[src/rtl/cmd_defs.sv]
// Shared definitions for the command-line PHY: FSM state encoding, frame lengths, CRC7 polynomial.
// Latency: n/a (declarations only).
// Backpressure: n/a (declarations only).
package cmd_defs;

    typedef enum logic [2:0] {
        ST_IDLE      = 3'd0,
        ST_SEND      = 3'd1,
        ST_WAIT_RESP = 3'd2,
        ST_RECEIVE   = 3'd3,
        ST_DONE      = 3'd4
    } cmd_state_t;

    localparam int CMD_BITS        = 40;   // start + transmission + index[5:0] + argument[31:0]
    localparam int SHORT_FRAME_LEN = 48;
    localparam int LONG_FRAME_LEN  = 136;
    localparam int LONG_CRC_SKIP   = 8;    // long frames: start, transmission, 6 reserved bits precede the CRC span

    // x^7 + x^3 + 1 with the x^7 term implicit in the shift
    localparam logic [6:0] CRC7_POLY = 7'h09;

    // Index of the last frame bit counted from the start bit (start bit = 0).
    function automatic logic [7:0] frame_last_idx(input logic is_long);
        return is_long ? 8'(LONG_FRAME_LEN - 1) : 8'(SHORT_FRAME_LEN - 1);
    endfunction

endpackage

[src/rtl/crc7.sv]
// Serial CRC7 accumulator (x^7+x^3+1, zero seed), one data bit per enabled cycle.
// Latency: remainder reflects a bit on the cycle after it is presented with enable=1.
// Backpressure: none; clear has priority over enable.
//
// Ports: clock/reset (async active-low), clear (zero the remainder), enable + data_bit
//        (absorb one message bit MSB first), remainder (current 7-bit CRC).
module crc7
    import cmd_defs::*;
(
    input  logic       clock,
    input  logic       reset,
    input  logic       clear,
    input  logic       enable,
    input  logic       data_bit,
    output logic [6:0] remainder
);

    logic feedback;

    assign feedback = data_bit ^ remainder[6];

    always_ff @(posedge clock or negedge reset) begin
        if (!reset) begin
            remainder <= '0;
        end else if (clear) begin
            remainder <= '0;
        end else if (enable) begin
            remainder <= {remainder[5:0], 1'b0} ^ (feedback ? CRC7_POLY : 7'd0);
        end
    end

endmodule

[src/rtl/cmd_physical.sv]
// Command-line PHY: serialises a 40-bit command with CRC7, then captures a 48/136-bit response.
// Latency: ack_out 1 cycle after strobe_in; 48 send cycles; response wait up to TIMEOUT_CYCLES.
// Backpressure: response held with strobe_out=1 until ack_in; strobe_in ignored unless IDLE.
//
// Ports: clock, reset (async active-low); strobe_in/cmd_to_send/long_response capture a command,
//        ack_out confirms capture; cmd_pin_out/cmd_pin_oe drive the CMD line, cmd_pin_in reads it;
//        strobe_out/response/time_out/crc_error report the result until ack_in; idle_in aborts.
// Build option: define CMD_CRC_CHECK_EN to check the received CRC7 (otherwise crc_error is 0).
module cmd_physical
    import cmd_defs::*;
#(
    parameter int TIMEOUT_CYCLES = 64
) (
    input  logic         clock,
    input  logic         reset,
    input  logic         strobe_in,
    input  logic         ack_in,
    input  logic         idle_in,
    input  logic [39:0]  cmd_to_send,
    input  logic         long_response,
    input  logic         cmd_pin_in,
    output logic         cmd_pin_out,
    output logic         cmd_pin_oe,
    output logic         ack_out,
    output logic         strobe_out,
    output logic [127:0] response,
    output logic         time_out,
    output logic         crc_error
);

    localparam int WAIT_W = (TIMEOUT_CYCLES > 1) ? $clog2(TIMEOUT_CYCLES) : 1;
    localparam logic [WAIT_W-1:0] WAIT_LAST = WAIT_W'(TIMEOUT_CYCLES - 1);

    cmd_state_t         state, state_nxt;
    logic [39:0]        cmd_sr;      // shifts left; bit 39 is the bit on the line
    logic               long_q;
    logic [7:0]         bit_cnt;     // SEND: bit index; RECEIVE: frame bits received so far
    logic [WAIT_W-1:0]  wait_cnt;
    logic [134:0]       frame_sr;
    logic [135:0]       frame_nxt;
    logic [127:0]       resp_q;
    logic               ack_q;
    logic               time_out_q;

    logic               send_last;
    logic               wait_expire;
    logic               rx_last;
    logic               crc_clear;
    logic [6:0]         tx_rem;
    logic [2:0]         tx_crc_idx;

    assign frame_nxt   = {frame_sr, cmd_pin_in};
    assign send_last   = (bit_cnt == 8'(SHORT_FRAME_LEN - 1));
    assign wait_expire = (wait_cnt == WAIT_LAST);
    assign rx_last     = (bit_cnt == frame_last_idx(long_q));
    assign crc_clear   = (state == ST_IDLE) || idle_in;
    // Frame bits 7..1 carry the CRC, MSB of the remainder first.
    assign tx_crc_idx  = 3'(8'(SHORT_FRAME_LEN - 2) - bit_cnt);

    crc7 u_tx_crc (
        .clock     (clock),
        .reset     (reset),
        .clear     (crc_clear),
        .enable    ((state == ST_SEND) && (bit_cnt < 8'(CMD_BITS))),
        .data_bit  (cmd_sr[39]),
        .remainder (tx_rem)
    );

    // ---------------- state register ----------------
    always_ff @(posedge clock or negedge reset) begin
        if (!reset) begin
            state <= ST_IDLE;
        end else begin
            state <= state_nxt;
        end
    end

    // ---------------- next-state logic ----------------
    always_comb begin
        state_nxt = state;
        if (idle_in) begin
            state_nxt = ST_IDLE;
        end else begin
            case (state)
                ST_IDLE:      if (strobe_in) state_nxt = ST_SEND;
                ST_SEND:      if (send_last) state_nxt = ST_WAIT_RESP;
                // A start bit on the expiry cycle still wins over the timeout.
                ST_WAIT_RESP: if (!cmd_pin_in)     state_nxt = ST_RECEIVE;
                              else if (wait_expire) state_nxt = ST_DONE;
                ST_RECEIVE:   if (rx_last) state_nxt = ST_DONE;
                ST_DONE:      if (ack_in)  state_nxt = ST_IDLE;
                default:      state_nxt = ST_IDLE;
            endcase
        end
    end

    // ---------------- output logic ----------------
    always_comb begin
        cmd_pin_out = 1'b1;
        cmd_pin_oe  = 1'b0;
        strobe_out  = 1'b0;
        case (state)
            ST_SEND: begin
                cmd_pin_oe = 1'b1;
                if (bit_cnt < 8'(CMD_BITS)) begin
                    cmd_pin_out = cmd_sr[39];
                end else if (!send_last) begin
                    cmd_pin_out = tx_rem[tx_crc_idx];
                end
            end
            ST_DONE: strobe_out = 1'b1;
            default: ;
        endcase
    end

    // ---------------- datapath ----------------
    always_ff @(posedge clock or negedge reset) begin
        if (!reset) begin
            cmd_sr     <= '0;
            long_q     <= 1'b0;
            bit_cnt    <= '0;
            wait_cnt   <= '0;
            frame_sr   <= '0;
            resp_q     <= '0;
            ack_q      <= 1'b0;
            time_out_q <= 1'b0;
        end else if (idle_in) begin
            bit_cnt    <= '0;
            wait_cnt   <= '0;
            ack_q      <= 1'b0;
            time_out_q <= 1'b0;
        end else begin
            ack_q <= (state == ST_IDLE) && strobe_in;
            case (state)
                ST_IDLE: begin
                    if (strobe_in) begin
                        cmd_sr  <= cmd_to_send;
                        long_q  <= long_response;
                        bit_cnt <= '0;
                    end
                end
                ST_SEND: begin
                    cmd_sr <= {cmd_sr[38:0], 1'b0};
                    if (send_last) begin
                        bit_cnt  <= '0;
                        wait_cnt <= '0;
                    end else begin
                        bit_cnt <= bit_cnt + 8'd1;
                    end
                end
                ST_WAIT_RESP: begin
                    if (!cmd_pin_in) begin
                        frame_sr <= frame_nxt[134:0];
                        bit_cnt  <= 8'd1;        // start bit already taken
                    end else if (wait_expire) begin
                        time_out_q <= 1'b1;
                        resp_q     <= '0;
                    end else begin
                        wait_cnt <= wait_cnt + WAIT_W'(1);
                    end
                end
                ST_RECEIVE: begin
                    frame_sr <= frame_nxt[134:0];
                    bit_cnt  <= bit_cnt + 8'd1;
                    if (rx_last) begin
                        resp_q <= long_q ? frame_nxt[135:8] : {88'd0, frame_nxt[47:8]};
                    end
                end
                ST_DONE: begin
                    if (ack_in) time_out_q <= 1'b0;
                end
                default: ;
            endcase
        end
    end

`ifdef CMD_CRC_CHECK_EN
    logic [6:0] rx_rem;
    logic       rx_crc_en;
    logic       crc_err_q;

    // Short frames cover the start bit onward; long frames skip the first 8 bits.
    // bit_cnt is the count already received, so the arriving bit is frame index last-bit_cnt.
    assign rx_crc_en = ((state == ST_WAIT_RESP) && !cmd_pin_in && !long_q) ||
                       ((state == ST_RECEIVE) &&
                        (bit_cnt <= frame_last_idx(long_q) - 8'd8) &&
                        (!long_q || (bit_cnt >= 8'(LONG_CRC_SKIP))));

    crc7 u_rx_crc (
        .clock     (clock),
        .reset     (reset),
        .clear     (crc_clear),
        .enable    (rx_crc_en),
        .data_bit  (cmd_pin_in),
        .remainder (rx_rem)
    );

    always_ff @(posedge clock or negedge reset) begin
        if (!reset) begin
            crc_err_q <= 1'b0;
        end else if (idle_in) begin
            crc_err_q <= 1'b0;
        end else if ((state == ST_RECEIVE) && rx_last) begin
            crc_err_q <= (rx_rem != frame_nxt[7:1]);
        end else if ((state == ST_DONE) && ack_in) begin
            crc_err_q <= 1'b0;
        end
    end

    assign crc_error = crc_err_q;
`else
    assign crc_error = 1'b0;
`endif

    assign ack_out  = ack_q;
    assign response = resp_q;
    assign time_out = time_out_q;

endmodule
[config.mk]
export PLATFORM = sky130hd
export DESIGN_NAME = cmd_physical
export DESIGN_NICKNAME = d
export VERILOG_FILES = /design/src/rtl/cmd_defs.sv /design/src/rtl/crc7.sv /design/src/rtl/cmd_physical.sv
export SDC_FILE = /design/constraint.sdc
export NUM_CORES = 1
export LEC_CHECK = 0
export BUFFER_PORTS_ARGS = -buffer_cell sky130_fd_sc_hd__buf_4
export CORE_ASPECT_RATIO = 0.75
export CORE_UTILIZATION = 62
export CTS_CLUSTER_SIZE = 14
export DETAILED_ROUTE_END_ITERATION = 10
export PLACE_DENSITY_LB_ADDON = 0.12
export SETUP_SLACK_MARGIN = 0.2
export SLEW_MARGIN = 20
export SYNTH_ARGS = -nofsm -noshare
export SYNTH_HDL_FRONTEND = slang
export SYNTH_SLANG_ARGS = --single-unit
[constraint.sdc]
create_clock -name clock -period 4.7 [get_ports clock]
set_clock_uncertainty 0.1 [all_clocks]
set_input_delay 0.235 -clock clock [delete_from_list [all_inputs] [get_ports clock]]
set_output_delay 0.235 -clock clock [all_outputs]
set_load 0.02 [all_outputs]
# After elaboration in Yosys (flattened, before gate mapping)
# Index checks and enable logic that the tools add are counted.
# word_totals
elab_cells,101
out_inout_bits,134
register_bits,330
in_bits,47
# classes
n_eq_ne,21
add_sub_neg,3
n_reduce_logical,18
magnitude_cmp,2
bitwise,3
muxes,44
# op_table
cell,n
two-way mux 128 bit,4
case mux 135 bit (2 select lines),1
case mux 128 bit (2 select lines),1
two-way mux 135 bit,1
case mux 40 bit (2 select lines),1
two-way mux 40 bit,1
two-way mux 8 bit,5
case mux 8 bit (4 select lines),1
two-way mux 6 bit,4
"inequality test 3 bit, second input constant",8
two-way mux 3 bit,7
case mux 3 bit (5 select lines),1
two-way mux 7 bit,2
case mux 6 bit (2 select lines),1
AND reduction 3 bit,4
two-way mux 1 bit,11
"inequality test 2 bit, second input constant",5
AND reduction 5 bit,2
"adder 8 x 1 -> 8 bit, second input constant",1
"equality test 8 x 6 -> 1 bit, second input constant",1
equality test 8 bit,1
"< comparator 8 x 6 -> 1 bit, second input constant",1
AND reduction 4 bit,2
XOR 7 bit,1
other kinds (19),24

# Longest topological paths before layout
# depth
depth_word,6
mapped_depth,9
ltp_nobuf,5

# Cells and area by module
# From an unflattened synthesis, not the netlist that was laid out.
# unflattened
hier_cells,965
hier_area_um2,12814.8
# modules_own_cells
mod,seq_area_each_um2,area_each_um2,cells_per_inst,n_inst
cmd_physical,8082.8,12507.0,937,1
crc7,175.2,307.8,28,1

# Least setup slack after synthesis
# OpenSTA, ideal clock, no wires.
# synth_timing
path_kind,register to output
start,register bit_cnt[0]
end,output cmd_pin_out
slack_ns,2.500
n_path_buf,0
path_stages_with_launch,5
arrival_time_ns,1.865
required_time_ns,4.365
path_cell_list,dfrtp_1 -> ha_1 -> mux4_2 -> a2111oi_0 -> o21ai_0
# synth_between
elab_chain_len,6
word_cells_on_any_way,8
cone_classes,add/sub (1); order compare (1); eq/ne (1); mux (5)
# synth_rtl
item,line_no,text
from (decl),cmd_physical.sv:37,logic [7:0] bit_cnt;
from (signal assigned),cmd_physical.sv:148,bit_cnt <= bit_cnt + 8'd1;
from (signal assigned),cmd_physical.sv:164,bit_cnt <= bit_cnt + 8'd1;
subtractor 3 bit,cmd_physical.sv:58,assign tx_crc_idx = 3'(8'(SHORT_FRAME_LEN - 2) - bit_cnt);
binary-select mux 1 bit (select 3 bit),cmd_physical.sv:108,cmd_pin_out = tx_rem[tx_crc_idx];
two-way mux 1 bit (implied by the code),cmd_physical.sv:108,
two-way mux 1 bit,cmd_physical.sv:107,end else if (!send_last) begin
two-way mux 1 bit (*),cmd_physical.sv:105,if (bit_cnt < 8'(CMD_BITS)) begin
two-way mux 1 bit (*),cmd_physical.sv:102,case (state)
to (decl),cmd_physical.sv:22,"output logic cmd_pin_out,"
# Mark *: on every way between the ends. The rest lies on a longest branch, timed or not. The select of a mux whose other input is x is not followed.

# Worst setup path after layout
# Same ends and word-level chain as after synthesis.

==> impl_metrics.env <==
export IMPL_outcome="completed"
export IMPL_hold_buffers=47
export IMPL_worst_slew_pin_slew_ns=1.148
export IMPL_synthToLayoutAreaGrowth_pct=19.39
export IMPL_top_layer_used="met4"
export IMPL_core_area_um2=22290
export IMPL_rsz0062_at_grt="false"
export IMPL_worstSetupPathType="reg -> out"
export IMPL_grt_max_degree=141
export IMPL_antenna_cells=0
export IMPL_drv_cap=0
export IMPL_grt_overflow=0
export IMPL_hold_viol=0
export IMPL_critPathArrivalTime_ns=2.65
export IMPL_vdd_drop_max_uv=282.4
export IMPL_end_kind="output pin"
export IMPL_r2r_start="state[0]$_DFFE_PN0P_"
export IMPL_synthDistinctLibCells=60
export IMPL_num_vias=8931
export IMPL_gp_congestion=0.8014
export IMPL_pwr_share_comb_pct=15.3
export IMPL_die_area_um2=23580
export IMPL_grt_pass1_vias=8994
export IMPL_dr_pass1_iters=4
export IMPL_fin_tns_setup_ns=0
export IMPL_io_pins=181
export IMPL_cts_repair_resized=0
export IMPL_drive_gt1_share_pct=24.78
export IMPL_synth_main_ff_cell="dfrtp_1"
export IMPL_synth_compound_area_share_pct=4.376
export IMPL_cts_tree="built"
export IMPL_final_nets=1415
export IMPL_clockPowerShare_pct=35.8
export IMPL_cp_max_fo=5
export IMPL_dpl_hpwl_um=15650
export IMPL_p_switching_w=0.001762
export IMPL_timing_critical_path_from="bit_cnt[0]$_DFFE_PN0P_"
export IMPL_numClockSinks=330
export IMPL_wl_met3_um=1140
export IMPL_cts_root_buf="clkbuf_16"
export IMPL_drtAntennaViolNets=0
export IMPL_syn_inst=1164
export IMPL_period_minus_slack_ns=2.982
export IMPL_synthArstFlopShare_pct=100.0
export IMPL_power_density_nw_per_um2=386.4
export IMPL_numPortBuffers=179
export IMPL_avgSynthCellArea_um2=12.23
export IMPL_synth_edf_count=0
export IMPL_seq_area_frac_synth_pct=58.00
export IMPL_yosys_area_share_adder_pct=0.1758
export IMPL_wl_met1_um=12190
export IMPL_critPathCapture="cmd_pin_out"
export IMPL_timing_fmax_ghz=0.3354
export IMPL_yosys_area_share_simple_pct=6.978
export IMPL_crit_path_start_kind="flop"
export IMPL_path_clk_slew_ns=0.06
export IMPL_final_setup_viol_count=0
export IMPL_routed_wl_um=26460
export IMPL_grt_usage_pct=23.21
export IMPL_synth_area_um2=14240
export IMPL_start_util_pct=63.88
export IMPL_route_met2_wl_um=12590
export IMPL_stdcell_area_um2=17000
export IMPL_cts_path_max_buffers=3
export IMPL_routedWlPerCell_um=15.73
export IMPL_ff2ff_path_depth=3
export IMPL_numCtsBuffers=31
export IMPL_synth_top_family_by_area="multiplexers"
export IMPL_fin_crit_sh_pct=63.44
export IMPL_power_frac_seq_pct=48.9
export IMPL_drtIter0Drc=458
export IMPL_chipWidth_um=177.0
export IMPL_drc=0
export IMPL_placed_area_um2=15540
export IMPL_drv_slew=0
export IMPL_die_h_um=133.2
export IMPL_grt_pass1_wl_um=44620
export IMPL_antenna_found_initial=0
export IMPL_synthMuxAreaShare_pct=22.79
export IMPL_insertion_delay_ns=0.55
export IMPL_power_w=0.006568
export IMPL_p_sw_share_pct=26.83
export IMPL_synth_xor_area_share_pct=0.3076
export IMPL_r2r_end="frame_sr[26]$_DFFE_PN0P_"
export IMPL_num_rows=47
export IMPL_p_int_w=0.004806
export IMPL_yosysWarnings=0
export IMPL_hold_class="in -> async"
export IMPL_p_leak_nw=9.448
export IMPL_htree_levels=1
export IMPL_syn_nets=1213
export IMPL_cts_setup_buffers=0
export IMPL_synth_seq_cells=330
export IMPL_ff2ff_setup_slack_ns=1.86
export IMPL_required_ns=4.37
export IMPL_routed_via_density=5.310
export IMPL_slew_headroom_pct=23.46
cells in the final DEF (no fill, tap or decap), types with 3 or more instances in the layout:
master	synthesis	final
dfrtp_1	330	330
buf_4	12	183
nand2_1	182	182
mux2i_1	170	170
inv_1	134	134
mux2_2	93	93
dlygate4sd3_1	0	47
mux2_1	42	42
o21ai_0	41	41
clkbuf_16	0	31
a22o_1	11	11
clkinv_2	0	9
a21oi_1	8	8
clkbuf_8	0	8
nor2_1	7	7
a31oi_1	7	7
nand3_1	6	6
clkbuf_1	22	6
and3_1	5	5
nand2b_1	5	5
xor2_1	3	3
nor3_1	4	3
o211ai_1	3	3
buf_12	10	3
per-stage QoR:
step	setup WS, ns	std cells	utilization [%]	hold WS (ns)
finish	1.719	1682	76.26	0.05963
global route	1.454	1682	76.26	0.07771
CTS	1.671	1681	76.14	0.3626
detailed placement	1.841	1579	69.71	0.3516
global placement	1.873	1579	69.71	0.3354
floorplan	2.500	1164	-	-0.1606
state kept, by name (all words and copies together) (netlist names):
name and flops:
ack_out 1, bit_cnt 8, cmd_sr 40, frame_sr 135
long_q 1, response 128, state 3, time_out 1
u_tx_crc.remainder 7, wait_cnt 6
Yosys cell counts, types with 5 or more instances:
| master | count | area share, % |
|---|---|---|
| and3_1 | 5 | 0.22 |
| mux2_2 | 93 | 7.4 |
| nor2_1 | 7 | 0.18 |
| a21oi_1 | 8 | 0.28 |
| a22o_1 | 11 | 0.68 |
| buf_6 | 8 | 0.63 |
| buf_2 | 13 | 0.46 |
| o21ai_0 | 41 | 1.4 |
| buf_4 | 12 | 0.63 |
| mux2_1 | 42 | 3.3 |
| buf_12 | 10 | 1.4 |
| nand3_1 | 6 | 0.21 |
| dfrtp_1 | 330 | 58 |
| mux2i_1 | 170 | 12 |
| clkbuf_1 | 22 | 0.58 |
| inv_1 | 134 | 3.5 |
| nand2_1 | 182 | 4.8 |
| nand2b_1 | 5 | 0.22 |
| a31oi_1 | 7 | 0.31 |
cell families (layout without fill, tap and decap cells):
family / after synthesis / in the layout
muxes: 306 / 306
buffers and inverters: 200 / 424
AOI/OAI and AO/OA: 94 / 94
and+or+nand+nor: 226 / 226
other: 1 / 1
xor gates and xnor gates: 5 / 5
DFF: 330 / 330
adders and majority gates: 2 / 2
power by group through the flow:
stage               combinational (W)  clock, W  sequential, W
detailed placement           0.000965         0        0.00325
global route                  0.00111   0.00252        0.00324
CTS                          0.000997   0.00241        0.00321
floorplan                    0.000797         0        0.00319
global placement             0.000935         0        0.00325
finish                        0.00101   0.00235        0.00321
worst min path at each step:
stage,start,end,cells past startpoint
finish,reset,response[24]$_DFFE_PN0P_,2
detailed placement,ack_in,time_out$_DFFE_PN0P_,2
CTS,cmd_to_send[0],cmd_sr[0]$_DFFE_PN0P_,4
global route,reset,response[23]$_DFFE_PN0P_,2
global placement,ack_in,time_out$_DFFE_PN0P_,2
floorplan,reset,ack_out$_DFF_PN0_,0
metal layers:
metal / GRT usage [%] / vias up
met5: 0 / -
met4: 5.364 / 0
met3: 4.138 / 38
met2: 36.96 / 166
met1: 33.45 / 4459
li1: - / 4268
layout make-up:
cell class | instances | area, um2
Clock inverter | 10 | 53.80
Clock buffer | 45 | 908.4
Timing Repair Buffer | 235 | 1947
Tap cell | 294 | 367.9
Multi-Input combinational cell | 634 | 4960
Fill cell | 1469 | 5290
Sequential cell | 330 | 8258
Inverter | 134 | 503.0
worst max-delay path, cell delays in order, from the launching register on:
cell       delay, ns
dfrtp_1         0.42
ha_1            0.39
mux4_2          0.52
a2111oi_0       0.35
o21ai_0         0.19
buf_4           0.23
Note: power is estimated with default switching activity, not from simulation.
